File: src/rtl/rggen_apb_irq_block.sv
// APB register block: per-channel sticky W1C event status, enable mask and
// registered interrupt outputs, followed by a read-only pending summary.
module rggen_apb_irq_block #(
  parameter int unsigned CHANNELS      = 4,
  parameter int unsigned EVENT_WIDTH   = 8,
  parameter int unsigned DATA_WIDTH    = 32,
  parameter int unsigned ADDRESS_WIDTH = 8
) (
  input  logic                            clk,
  input  logic                            rst_n,
  input  logic                            i_psel,
  input  logic                            i_penable,
  input  logic                            i_pwrite,
  input  logic [ADDRESS_WIDTH-1:0]        i_paddr,
  input  logic [DATA_WIDTH-1:0]           i_pwdata,
  output logic                            o_pready,
  output logic [DATA_WIDTH-1:0]           o_prdata,
  output logic                            o_pslverr,
  input  logic [CHANNELS*EVENT_WIDTH-1:0] i_event,
  output logic [CHANNELS-1:0]             o_irq,
  output logic                            o_irq_any
);

  localparam int unsigned CH_IDX_W = ADDRESS_WIDTH - 3;
  localparam int unsigned WADDR_W  = ADDRESS_WIDTH - 2;
  localparam logic [ADDRESS_WIDTH-1:0] PENDING_ADDR = ADDRESS_WIDTH'(8 * CHANNELS);

  typedef enum logic [1:0] {
    ST_IDLE,
    ST_WAIT,
    ST_DONE
  } state_e;

  state_e                               state_q, state_d;
  logic                                 pready_q, pready_d;
  logic [DATA_WIDTH-1:0]                prdata_q, prdata_d;
  logic                                 pslverr_q, pslverr_d;
  logic                                 wr_q, wr_d;
  logic [WADDR_W-1:0]                   waddr_q, waddr_d;
  logic [EVENT_WIDTH-1:0]               wdata_q, wdata_d;
  logic [CHANNELS-1:0][EVENT_WIDTH-1:0] status_q, status_d;
  logic [CHANNELS-1:0][EVENT_WIDTH-1:0] enable_q, enable_d;
  logic [CHANNELS-1:0][EVENT_WIDTH-1:0] w1c_clr;
  logic [CHANNELS-1:0]                  irq_q, irq_d;
  logic                                 irq_any_q, irq_any_d;

  logic                                 dec_pending;
  logic                                 dec_err;
  logic [DATA_WIDTH-1:0]                dec_rdata;
  logic                                 commit;
  logic                                 unused_pwdata;

  // Only the low EVENT_WIDTH bits of write data are ever stored.
  always_comb begin
    unused_pwdata = ^i_pwdata;
  end

  // Address decode and read mux for the access currently on the bus.
  always_comb begin
    dec_pending = (i_paddr == PENDING_ADDR);
    dec_err     = (i_paddr[1:0] != 2'b00) || (i_paddr > PENDING_ADDR) ||
                  (dec_pending && i_pwrite);
    dec_rdata   = '0;
    if (dec_pending) begin
      dec_rdata = DATA_WIDTH'(irq_q);
    end
    for (int unsigned c = 0; c < CHANNELS; c++) begin
      if (i_paddr[ADDRESS_WIDTH-1:3] == CH_IDX_W'(c)) begin
        dec_rdata = i_paddr[2] ? DATA_WIDTH'(enable_q[c]) : DATA_WIDTH'(status_q[c]);
      end
    end
  end

  // APB slave FSM: setup -> one wait state -> one ready cycle.
  always_comb begin
    state_d   = state_q;
    pready_d  = 1'b0;
    prdata_d  = '0;
    pslverr_d = 1'b0;
    wr_d      = 1'b0;
    waddr_d   = waddr_q;
    wdata_d   = wdata_q;
    case (state_q)
      ST_IDLE: begin
        if (i_psel && !i_penable) begin
          state_d = ST_WAIT;
        end
      end
      ST_WAIT: begin
        if (!i_psel) begin
          state_d = ST_IDLE;
        end else begin
          state_d   = ST_DONE;
          pready_d  = 1'b1;
          pslverr_d = dec_err;
          prdata_d  = (dec_err || i_pwrite) ? '0 : dec_rdata;
          wr_d      = i_pwrite && !dec_err;
          waddr_d   = i_paddr[ADDRESS_WIDTH-1:2];
          wdata_d   = i_pwdata[EVENT_WIDTH-1:0];
        end
      end
      ST_DONE: begin
        state_d = ST_IDLE;
      end
      default: begin
        state_d = ST_IDLE;
      end
    endcase
  end

  always_ff @(posedge clk or negedge rst_n) begin
    if (!rst_n) begin
      state_q   <= ST_IDLE;
      pready_q  <= 1'b0;
      prdata_q  <= '0;
      pslverr_q <= 1'b0;
      wr_q      <= 1'b0;
      waddr_q   <= '0;
      wdata_q   <= '0;
    end else begin
      state_q   <= state_d;
      pready_q  <= pready_d;
      prdata_q  <= prdata_d;
      pslverr_q <= pslverr_d;
      wr_q      <= wr_d;
      waddr_q   <= waddr_d;
      wdata_q   <= wdata_d;
    end
  end

  // A valid write takes effect on the edge that leaves DONE.
  always_comb begin
    commit = wr_q && (state_q == ST_DONE);
  end

  // Register file: new events win over a simultaneous W1C clear.
  always_comb begin
    enable_d = enable_q;
    status_d = status_q;
    w1c_clr  = '0;
    irq_d    = '0;
    for (int unsigned c = 0; c < CHANNELS; c++) begin
      if (commit && (waddr_q[WADDR_W-1:1] == CH_IDX_W'(c))) begin
        if (waddr_q[0]) begin
          enable_d[c] = wdata_q;
        end else begin
          w1c_clr[c] = wdata_q;
        end
      end
      status_d[c] = i_event[c*EVENT_WIDTH +: EVENT_WIDTH] | (status_q[c] & ~w1c_clr[c]);
      irq_d[c]    = |(status_q[c] & enable_q[c]);
    end
    irq_any_d = |irq_d;
  end

  always_ff @(posedge clk or negedge rst_n) begin
    if (!rst_n) begin
      status_q  <= '0;
      enable_q  <= '0;
      irq_q     <= '0;
      irq_any_q <= 1'b0;
    end else begin
      status_q  <= status_d;
      enable_q  <= enable_d;
      irq_q     <= irq_d;
      irq_any_q <= irq_any_d;
    end
  end

  assign o_pready  = pready_q;
  assign o_prdata  = prdata_q;
  assign o_pslverr = pslverr_q;
  assign o_irq     = irq_q;
  assign o_irq_any = irq_any_q;

endmodule

File: config.mk
export PLATFORM = sky130hd
export DESIGN_NAME = rggen_apb_irq_block
export DESIGN_NICKNAME = d
export VERILOG_FILES = /design/src/rtl/rggen_apb_irq_block.sv
export SDC_FILE = /design/constraint.sdc
export NUM_CORES = 1
export LEC_CHECK = 0
export CORE_MARGIN = 3
export CORE_UTILIZATION = 45
export CTS_CLUSTER_SIZE = 40
export DETAILED_ROUTE_END_ITERATION = 6
export GPL_TIMING_DRIVEN = 1
export PLACE_DENSITY = 0.81
export SETUP_SLACK_MARGIN = 0.05
export SYNTH_ARGS = -nofsm -noshare
export SYNTH_HDL_FRONTEND = slang
export SYNTH_SLANG_ARGS = --single-unit
File: constraint.sdc
create_clock -name clk -period 2.3 [get_ports clk]
set_input_delay 0.46 -clock clk [delete_from_list [all_inputs] [get_ports clk]]
set_output_delay 0.46 -clock clk [all_outputs]
set_load 0.01 [all_outputs]
==> results.md <==
- The leakage power total is 2.394 nW.
- The clock edge transition at the registers on the reported setup and hold paths is roughly 0.1 ns.
- The master of the slowest instance on the critical path is a2111oi_0.
- Once the clock tree was built, the resizer swapped 0 gates to a different size.
- The largest single stage delay on the critical path is 0.58 ns.
- The worst hold-check slack is -0.003196 ns.
- The via-per-instance ratio is approximately 5.4.
- The initial antenna violation count is 0.
- The cell total after placement is 589.
- The filler-free cell count of the finished design is 605.
- The wire-length estimate of the detail-placed layout is 8434 um.
- The transition time at the pin with the least slew margin is 0.6643 ns.
- In this run the power density over the cells is 601.2 mW/mm^2.
- The area growth from synthesis to layout is 22.28%.
- The setup path with the least slack is of type input port to flop.
- The kind of cell adding the most delay to the critical path is buffers and inverters.
- The number of different library cells in the post-synthesis netlist is 41.
- The total area inside the core boundary comes to 0.009819 mm^2.
- The later pin in the worst-skew pair is clocked with a latency of 0.38 ns.
- The final-report hold violation count was 4.
- Setup repair after global routing left no endpoint under its margin.
- The cts-stage hold buffer count is 0.
- The synthesized instance count is 387.
- The worst relative slew slack is 0.5457.
- The number of synthesized register bits is 96.
- The sequential cell area fraction in the yosys report is 0.5243.
- The total global routing track utilization is 0.2115.
- IR analysis of the VDD net gives a maximum drop of approximately 0.00023 V.
- The H-tree generated during clock tree synthesis spans 3 levels.
- The clock passes through at most 2 buffers.
- In the routed design, unresolved DRC markers number 0.
- STA puts the critical path data required time at 2.62 ns.
- In the post-synthesis netlist, the cell with the most instances is dfrtp_1.
- The cell type contributing the most total cell area after synthesis is dfrtp_1.
- In this design, the critical path's most frequently occurring cell is buf_4.
- The max-slew violation total from the final report is 0.
- The buffers inserted during post-CTS setup optimization is 0.
- The total of max-cap violations is 0.
- The post-route fraction of the period consumed by the critical path is 0.9060.
- The final setup slack of the worst path is 0.2163 ns.
- The nature of the critical path startpoint is an input port.
- The CTS tree is yes.
- The area of the die is 0.01143 mm^2.
- The number of warning messages in the yosys log is 0.
- The critical path depth is 6.
- The tree is rooted in a clkbuf_8.
- For this configuration, the core starts out at a cell density of 0.4666.
- The most used flip-flop cell after synthesis is dfrtp_1.
- The post-synthesis cell area is approximately 0.0046 mm^2.
- After global routing the overflow that remains totals 0.
- CTS saw 96 sinks.
- The tightest min-delay check is of the input port to asynchronous set/reset pin type.
- The routed layout has 3289 vias.
- After routing, the total negative slack on setup checks comes to 0 ns.
- The overall die height is 106.9 um.
- Timing would allow up to ~480 MHz.
- The first-pass GRT wire length is approximately 18000 um.
- For this run, asynchronously set or reset flops after synthesis account for 1.000.
- The final reports fail on hold timing.
- The residual antenna-violating net count after detailed routing is 0.
- The number of setup violations in the final report is 0.
- The number of global-route vias before repair is 3372.
- Traced cell by cell, the critical path runs through clkdlybuf4s50_1, nor3_1, buf_4, nand3_1, a2111oi_0, buf_4.
- The run finished, with violations left.
- The first-pass iteration count of the detailed router is 5.
- The total number of placement rows is 36.
- For the worst setup path, the data arrival time is 2.40 ns.
- The average instance in the mapped netlist occupies 11.84 um^2.
- The commonest cells after synthesis are 96 x dfrtp_1, 41 x nand2b_1, 40 x nand2_1, 30 x mux2_2, 27 x o21ai_0.
- In this run the worst path has a maximum fanout of 13.
- The quantity of I/O buffers inserted on ports is 67.
- Of the post-synthesis cell area, the dominant cell type holds 0.5243.
- Together, buffers and inverters on the worst path number 3.
- The final layout contains about 540 nets.
- In this run, synthesis inferred 0 flip-flops with an integrated enable.
- By area the synthesized netlist is led by dfrtp_1 52%, mux2_2 7.4%, nand2b_1 5.6%, mux4_2 4.4%, buf_4 4.3%.
- The clock period could shrink to 2.084 ns.
- Between clock sinks in the finished design, the worst skew comes to 0.01347 ns.
- The number of clock buffers added by TritonCTS is 9.
- The depth of the worst register-to-register path is 4.
- The die is 106.9 um wide.
- The largest net degree at the start of global routing is 45.
- At the end of routability-driven placement, the weighted congestion stood at 0.8849.
- The final routed wirelength across all metal layers is about 11000 um.
- For this design the top-level I/O count stands at 116.
- The worst setup slack before clock tree synthesis is -0.1202 ns.
- The total inserted antenna cells is 0.
- In the final layout, the share of cells above drive strength 1 is 0.1716.
- After detailed routing, the average wire length per cell comes to 18.74 um.
- STA classifies the critical path endpoint as a flop.
- The number of DRC violations after detailed-routing iteration 0 is 202.
[cells in the final DEF (no fill, tap or decap), types with 2 or more instances in the layout]
master / Yosys / layout
a2111oi_0: 4 / 4
a211oi_1: 7 / 7
a21o_1: 11 / 11
a222oi_1: 3 / 3
a22oi_1: 16 / 16
and3_1: 2 / 2
and4_1: 2 / 2
buf_12: 0 / 3
buf_4: 26 / 12
clkbuf_8: 0 / 10
clkdlybuf4s50_1: 0 / 66
clkinv_2: 0 / 2
conb_1: 1 / 24
dfrtp_1: 96 / 96
inv_1: 7 / 7
mux2_2: 30 / 30
mux2_4: 8 / 8
mux2i_1: 5 / 5
mux4_2: 9 / 9
nand2_1: 40 / 40
nand2b_1: 41 / 41
nand3b_1: 3 / 3
nand4_1: 7 / 7
nor2_1: 7 / 7
nor2b_1: 5 / 5
nor3_1: 4 / 4
o21ai_0: 27 / 27
o22ai_1: 3 / 3
[cells by family (layout without fill, tap and decap cells)]
kind of cell           after synthesis  after routing  synth area share
other                                1             24         0.0008184
multiplexers                        52             52            0.1551
flip-flops                          96             96            0.5243
AO/OA/AOI/OAI                       76             76            0.1117
buffers and inverters               42            104           0.05817
AND/OR/NAND/NOR                    120            120            0.1499
[final timing paths]
path / endpoint / slack [ns] / from
max in group asynchronous: status_q[20]$_DFF_PN0_ / 1.61 / rst_n
min reg2reg: state_q[0]$_DFFE_PN0P_ / 0.47 / state_q[0]$_DFFE_PN0P_
min in group clk: state_q[0]$_DFFE_PN0P_ / 0.47 / state_q[0]$_DFFE_PN0P_
max: o_prdata[5]$_DFF_PN0_ / 0.22 / i_paddr[7]
min: state_q[1]$_DFFE_PN0P_ / -0.003 / rst_n
max reg2reg: enable_q[9]$_DFFE_PN0P_ / 0.30 / waddr_q[4]$_DFFE_PN0P_
[where the power goes]
group	total, mW	switching [mW]	internal (mW)
sequential	1.85	0.106	1.74
combinational	0.407	0.215	0.192
clock	1.11	0.583	0.531
total	3.37	0.904	2.46
[worst reg2reg max path, stage by stage, from the launching register on]
cell      delay (ns)
dfrtp_1         0.39
and4bb_4        0.40
nand3_4         0.12
or3_1           0.58
mux2_4          0.39
[layer usage]
metal | track usage | vias up | wire, um
li1 | - | 1506 | -
met2 | 0.3417 | 115 | 5603
met1 | 0.2908 | 1653 | 4952
met4 | 0.07215 | 0 | 223
met5 | 0 | - | 0
met3 | 0.03612 | 15 | 558
[state kept, by name (all words and copies together), names as in the netlist]
register	flops
o_prdata	8
o_irq	4
waddr_q	6
enable_q	32
o_irq_any	1
o_pslverr	1
o_pready	1
wdata_q	8
status_q	32
state_q	2
wr_q	1
[metrics by stage]
stage,power [mW],utilization,instance area (um^2)
floorplan,2.073,-,4668
global placement,2.278,0.5505,5405
detailed placement,2.288,0.5505,5405
CTS,3.389,0.5706,5603
global route,3.519,0.5706,5603
finish,3.368,0.5706,5603
[cell type report]
type                       instances  area (um^2)
clock inverter                     5        56.30
inverter                           7        26.28
fill                             884         4217
multi-input combinational        272         1999
sequential                        96         2402
clock buffer                      11        141.4
tap                              133        166.4
timing repair buffer              81        810.8
(Power assumes the default switching activity.)
